## config.mk

```make
export PLATFORM = sky130hd
export DESIGN_NAME = sha512_msg_padder
export DESIGN_NICKNAME = d
export VERILOG_FILES = /design/src/rtl/sha512_msg_padder_pkg.sv /design/src/rtl/sha512_pad_word.sv /design/src/rtl/sha512_msg_padder.sv
export SDC_FILE = /design/constraint.sdc
export NUM_CORES = 2
export LEC_CHECK = 0
export BUFFER_PORTS_ARGS = -buffer_cell sky130_fd_sc_hd__clkbuf_2
export CAP_MARGIN = 15
export CORE_AREA = 2 2 452 454
export CTS_CLUSTER_DIAMETER = 60
export DETAILED_ROUTE_END_ITERATION = 8
export DIE_AREA = 0 0 454 456
export PLACE_DENSITY = 0.42
export SETUP_SLACK_MARGIN = 0.2
export SLEW_MARGIN = 20
export SYNTH_ARGS = -nofsm -noshare
export SYNTH_HDL_FRONTEND = slang
export SYNTH_SLANG_ARGS = --single-unit
```

## constraint.sdc

```tcl
create_clock -name clk -period 3.15 [get_ports clk]
set_clock_uncertainty 0.05 [all_clocks]
set_input_delay 0.1575 -clock clk [delete_from_list [all_inputs] [get_ports clk]]
set_output_delay 0.1575 -clock clk [all_outputs]
set_load 0.02 [all_outputs]
```

## src/rtl/sha512_msg_padder_pkg.sv

```systemverilog
// Shared types and constants for the SHA-512 message padder.
package sha512_msg_padder_pkg;

  localparam logic [1:0] ST_FILL  = 2'd0;
  localparam logic [1:0] ST_PAD   = 2'd1;
  localparam logic [1:0] ST_ISSUE = 2'd2;
  localparam logic [1:0] ST_HOLD  = 2'd3;

  typedef enum logic [1:0] {
    FILL  = ST_FILL,
    PAD   = ST_PAD,
    ISSUE = ST_ISSUE,
    HOLD  = ST_HOLD
  } e_pad_state;

  localparam logic [63:0] PAD_BYTE    = 64'h8000_0000_0000_0000;
  localparam logic [3:0]  LEN_HI_WORD = 4'd14;
  localparam logic [3:0]  LEN_LO_WORD = 4'd15;

endpackage

```

## src/rtl/sha512_pad_word.sv

```systemverilog
// Masks the final message word to its valid bytes and inserts the 0x80 terminator byte.
module sha512_pad_word
  import sha512_msg_padder_pkg::*;
(
  input  logic [63:0] in_data,
  input  logic [3:0]  nb,
  output logic [63:0] word,
  output logic        placed,
  output logic [3:0]  nb_eff
);

  // Byte k (k=0 in the top byte) is kept below nb, becomes 0x80 at nb, zero above.
  always_comb begin
    nb_eff = (nb > 4'd8) ? 4'd8 : nb;
    word   = 64'd0;
    for (int k = 0; k < 8; k++) begin
      if (4'(k) < nb_eff) begin
        word[63-8*k -: 8] = in_data[63-8*k -: 8];
      end else if (4'(k) == nb_eff) begin
        word[63-8*k -: 8] = PAD_BYTE[63:56];
      end else begin
        word[63-8*k -: 8] = 8'h00;
      end
    end
    placed = (nb_eff < 4'd8);
  end

endmodule

```

## src/rtl/sha512_msg_padder.sv

```systemverilog
// SHA-512 message padder: packs 64-bit words into 1024-bit blocks, appends the
// 0x80/zero/length padding and hands each block to the core with init/next pulses.
module sha512_msg_padder
  import sha512_msg_padder_pkg::*;
#(
  parameter int LEN_W = 64
) (
  input  logic          clk,
  input  logic          reset_n,
  input  logic          zeroize,
  input  logic [31:0]   mode_in,
  input  logic          in_valid,
  output logic          in_ready,
  input  logic [63:0]   in_data,
  input  logic          in_last,
  input  logic [3:0]    in_bytes,
  input  logic          core_ready,
  output logic [1023:0] core_block,
  output logic [31:0]   core_mode,
  output logic          core_init,
  output logic          core_next,
  output logic          msg_issued
);

  logic [1:0]       state_r;
  logic [3:0]       widx_r;
  logic [LEN_W-1:0] bitlen_r;
  logic             first_r;
  logic             placed80_r;
  logic             final_r;
  logic             pad_after_r;
  logic [63:0]      buf_r [16];
  logic [31:0]      mode_r;
  logic             init_r;
  logic             next_r;
  logic             issued_r;

  logic [63:0]      pad_word_s;
  logic             pad_placed_s;
  logic [3:0]       nb_eff_s;
  logic             accept_s;
  logic [127:0]     len128_s;

  sha512_pad_word u_pad_word (
    .in_data (in_data),
    .nb      (in_bytes),
    .word    (pad_word_s),
    .placed  (pad_placed_s),
    .nb_eff  (nb_eff_s)
  );

  assign accept_s = in_valid && (state_r == ST_FILL);
  assign len128_s = 128'(bitlen_r);

  // Block FSM: fill from input, pad, then wait for the core and pulse init/next.
  always_ff @(posedge clk or negedge reset_n) begin
    if (!reset_n) begin
      state_r     <= ST_FILL;
      widx_r      <= 4'd0;
      bitlen_r    <= '0;
      first_r     <= 1'b1;
      placed80_r  <= 1'b0;
      final_r     <= 1'b0;
      pad_after_r <= 1'b0;
      mode_r      <= 32'd0;
      init_r      <= 1'b0;
      next_r      <= 1'b0;
      issued_r    <= 1'b0;
      for (int i = 0; i < 16; i++) buf_r[i] <= 64'd0;
    end else if (zeroize) begin
      state_r     <= ST_FILL;
      widx_r      <= 4'd0;
      bitlen_r    <= '0;
      first_r     <= 1'b1;
      placed80_r  <= 1'b0;
      final_r     <= 1'b0;
      pad_after_r <= 1'b0;
      mode_r      <= 32'd0;
      init_r      <= 1'b0;
      next_r      <= 1'b0;
      issued_r    <= 1'b0;
      for (int i = 0; i < 16; i++) buf_r[i] <= 64'd0;
    end else begin
      init_r   <= 1'b0;
      next_r   <= 1'b0;
      issued_r <= 1'b0;
      case (state_r)
        ST_FILL: begin
          if (accept_s) begin
            if (first_r && (widx_r == 4'd0)) mode_r <= mode_in;
            if (in_last) begin
              buf_r[widx_r] <= pad_word_s;
              placed80_r    <= pad_placed_s;
              bitlen_r      <= bitlen_r + LEN_W'({nb_eff_s, 3'b000});
              if (widx_r == 4'd15) begin
                state_r     <= ST_ISSUE;
                final_r     <= 1'b0;
                pad_after_r <= 1'b1;
              end else begin
                widx_r  <= widx_r + 4'd1;
                state_r <= ST_PAD;
              end
            end else begin
              buf_r[widx_r] <= in_data;
              bitlen_r      <= bitlen_r + LEN_W'(64'd64);
              if (widx_r == 4'd15) begin
                state_r     <= ST_ISSUE;
                final_r     <= 1'b0;
                pad_after_r <= 1'b0;
              end else begin
                widx_r <= widx_r + 4'd1;
              end
            end
          end
        end
        ST_PAD: begin
          // The length needs both trailing words, so it can only close a block that already holds 0x80.
          if ((widx_r == LEN_HI_WORD) && placed80_r) begin
            buf_r[LEN_HI_WORD] <= len128_s[127:64];
            buf_r[LEN_LO_WORD] <= len128_s[63:0];
            state_r            <= ST_ISSUE;
            final_r            <= 1'b1;
          end else begin
            buf_r[widx_r] <= placed80_r ? 64'd0 : PAD_BYTE;
            placed80_r    <= 1'b1;
            if (widx_r == 4'd15) begin
              state_r     <= ST_ISSUE;
              final_r     <= 1'b0;
              pad_after_r <= 1'b1;
            end else begin
              widx_r <= widx_r + 4'd1;
            end
          end
        end
        ST_ISSUE: begin
          if (core_ready) begin
            init_r   <= first_r;
            next_r   <= !first_r;
            issued_r <= final_r;
            first_r  <= 1'b0;
            widx_r   <= 4'd0;
            state_r  <= ST_HOLD;
          end
        end
        ST_HOLD: begin
          // Core ready is ignored here: it still reads high on the cycle of the pulse.
          if (final_r) begin
            bitlen_r   <= '0;
            first_r    <= 1'b1;
            placed80_r <= 1'b0;
            final_r    <= 1'b0;
            state_r    <= ST_FILL;
          end else begin
            state_r <= pad_after_r ? ST_PAD : ST_FILL;
          end
        end
        default: state_r <= ST_FILL;
      endcase
    end
  end

  for (genvar g = 0; g < 16; g++) begin : g_blk
    assign core_block[1023-64*g -: 64] = buf_r[g];
  end

  assign in_ready   = (state_r == ST_FILL);
  assign core_mode  = mode_r;
  assign core_init  = init_r;
  assign core_next  = next_r;
  assign msg_issued = issued_r;

endmodule

```

==> metrics.cfg <==
[timing]
max_clock_freq_mhz=344.7
min_period_ns=2.901
min_period_over_period=0.9209
setup_violations=0
finalSetupTns_ns=0
tightest_slew_ns=1.134
hold_violations=0
slew_violations=0
relSlewSlack=0.2413
grt_setup_unrepaired=no

[worst_setup_path]
rr_endpoint=core_block[163]$_DFFE_PN0P_
worstPathRequired_ns=3.86
critPathBufInv=3
crit_chain=inv_1, ha_4, nor2_4, buf_12, nand3_1, buf_4, nor2_1, a22o_1
critPathTopFamily=simple AND/OR/NAND/NOR gates
critPathArrivalTime_ns=3.61
crit_path_end_kind=flip-flop
ff2ff_path_depth=8
reg2reg_from=state_r[1]$_DFFE_PN0P_
critPathLaunch=state_r[1]$_DFFE_PN0P_
cp_max_fo=21
slowest_stage=nor2_1
critPathMaxStageDelay_ns=0.85
startpoint_type=flip-flop
crit_type=flip-flop to flip-flop
rrSetupSlack_ns=0.25

[finish]
utilization=0.3058
drive_above_1_share=0.3037
final_common_cell=clkbuf_2
final_cell_mix=1163 x clkbuf_2, 1129 x dfrtp_1, 832 x nand2_1
fin_nets=5800
area_growth_pct=38.40

[yosys]
async_flop_share=1.000
synth_warnings=0
syn_area_um2=44560
synth_nets=4476
syn_area_per_cell_um2=10.23
syn_inst=4356
synth.area.top_cells=dfrtp_1 63%, o21ai_0 9.1%, nand2_1 7.1%
synth.largest_area_cell=dfrtp_1
synth_top_flop_cell=dfrtp_1
synth_seq_area_share=0.6346
synth_top_area_frac=0.6340
synth-edff-count=0
ys_types=76
ys_ff_latch=1130

[floorplanning]
die_h_um=456
io-pin-count=1166
start_util=0.2209
die_w_um=454
dieArea_um2=207000
fp-row-count=165
core_um2=201700

[global_route]
antenna_found_initial=55
gr-usage-all-layers=0.2495
grt_pass1_wl_um=355600
grt.overflow.total=0
grt_pass1_vias=39690
grt_max_degree=215

[power]
power_density_nw_per_um2=612.8
leakagePower_uw=0.02922
irDropWorstVdd_mv=0.5252

[job]
maxCapViolCount=0

[min_path]
hp-start=mode_in[7]
hold_class=primary input to flip-flop
hold_depth=4
worstHoldEndpoint=core_mode[7]$_DFFE_PN0P_

[clock_network]
cts.path.max_buffers=3
path_clk_slew_ns=0.06
cts-htree-levels=4
cts_tree=done
insertion_delay_ns=0.85
numCtsBuffers=150
clkSinkCount=1130
cts-root-buf=clkbuf_16

[detailed_routing]
routed_via_density=4.861
drt-total-wl_um=265500
drt-initial-drc-count=3909
first_pass_iters=7
postRouteAntennaNets=0
wl_per_cell_um=31.25
num_vias=41290
drcViolationCount=0

[placed_design]
post-dp-hpwl_um=194500
portBuffers=1165
gp_congestion=0.8611

[outcome]
status=complete, no violations

[through the flow]
step / std cells / worst slack (ns) / power, uW / hold WS (ns) / area [um^2]
after detailed placement: 8074 / 0.3256 / 20330 / 0.1414 / 55220
after global routing: 8474 / 0.2210 / 39040 / 0.05255 / 61620
after global placement: 8074 / 0.3280 / 20290 / 0.1451 / 55220
after floorplan: 4356 / 0.6798 / 17260 / -0.1881 / 44560
after CTS: 8471 / 0.3269 / 38250 / 0.001740 / 61600
final: 8495 / 0.2491 / 37800 / 0.08181 / 61670
[synthesized netlist by cell type, types with 13 or more instances]
cell type / number
dfrtp_1: 1129
nand2_1: 845
o21ai_0: 810
nand3_1: 365
clkbuf_1: 237
o31ai_1: 161
a21oi_1: 154
buf_2: 110
nor2_1: 84
a22o_1: 54
or3_1: 35
a32oi_1: 29
nor3_1: 26
nand4_1: 25
or4_1: 25
o21ai_1: 24
buf_1: 16
and3_1: 14
inv_1: 14
and2_1: 13
ha_1: 13
[state kept, by name, summed over array words and instances (netlist names)]
name,flops
bitlen_r,61
core_block,1024
core_init,1
core_mode,32
core_next,1
final_r,1
first_r,1
msg_issued,1
pad_after_r,1
placed80_r,1
state_r,2
widx_r,4
[worst max-delay path by stage]
| stage | end | depth (start not counted) |
|---|---|---|
| after floorplan | core_block[726]$_DFFE_PN0P_ | 10 |
| after global placement | core_block[355]$_DFFE_PN0P_ | 8 |
| after detailed placement | core_block[355]$_DFFE_PN0P_ | 8 |
| after CTS | core_block[163]$_DFFE_PN0P_ | 8 |
| after global routing | core_block[428]$_DFFE_PN0P_ | 10 |
| final | core_block[163]$_DFFE_PN0P_ | 8 |
[kinds of logic (layout without fill, tap and decap cells)]
| group | after synthesis | count (layout) | share of synthesized area |
|---|---|---|---|
| compound gates | 1299 | 1299 | 0.1682 |
| xor+xnor | 12 | 12 | 0.002359 |
| fa+ha+maj | 14 | 14 | 0.004100 |
| buf+inv | 386 | 1829 | 0.03642 |
| flops | 1130 | 1130 | 0.6346 |
| mux | 10 | 10 | 0.002302 |
| other cells | 0 | 24 | 0 |
| simple gates | 1505 | 1505 | 0.1520 |
[layer usage]
layer  vias to the layer above  GRT usage  share of wire
met5                         -          0        0.00092
met4                        40     0.1038          0.044
met3                       416    0.05141          0.065
met2                      1677     0.4106           0.48
met1                     21180     0.3164           0.41
li1                      17980          -              -
[power breakdown]
| part | internal, uW | leakage (uW) | switching (uW) |
|---|---|---|---|
| Clock | 10300 | 0.00247 | 7410 |
| Sequential | 14900 | 0.0157 | 287 |
| Combinational | 1130 | 0.0110 | 3800 |
| Total | 26300 | 0.0292 | 11500 |
[worst reg2reg max path, cell delays in order, from the launching register on]
cell	delay (ns)
dfrtp_1	0.39
inv_1	0.13
ha_4	0.21
nor2_4	0.34
buf_12	0.24
nand3_1	0.14
buf_4	0.20
nor2_1	0.86
a22o_1	0.30
[final cells by class]
class | count | area [um^2]
Fill cell | 21250 | 140000
Inverter | 14 | 60.06
Sequential cell | 1130 | 28280
Clock inverter | 67 | 872.1
Clock buffer | 204 | 4238
Antenna cell | 24 | 60.06
Multi-Input combinational cell | 2840 | 15140
Timing Repair Buffer | 1544 | 9679
Tap cell | 2672 | 3343
[timing repair]
item,4_1_cts,5_1_grt
buffers inserted,0,0
hold buffers,126,0
gates resized for setup,0,2
setup endpoints to repair,0,35
hold endpoints to repair,1075,0
Note: power is estimated with default switching activity, not from simulation.
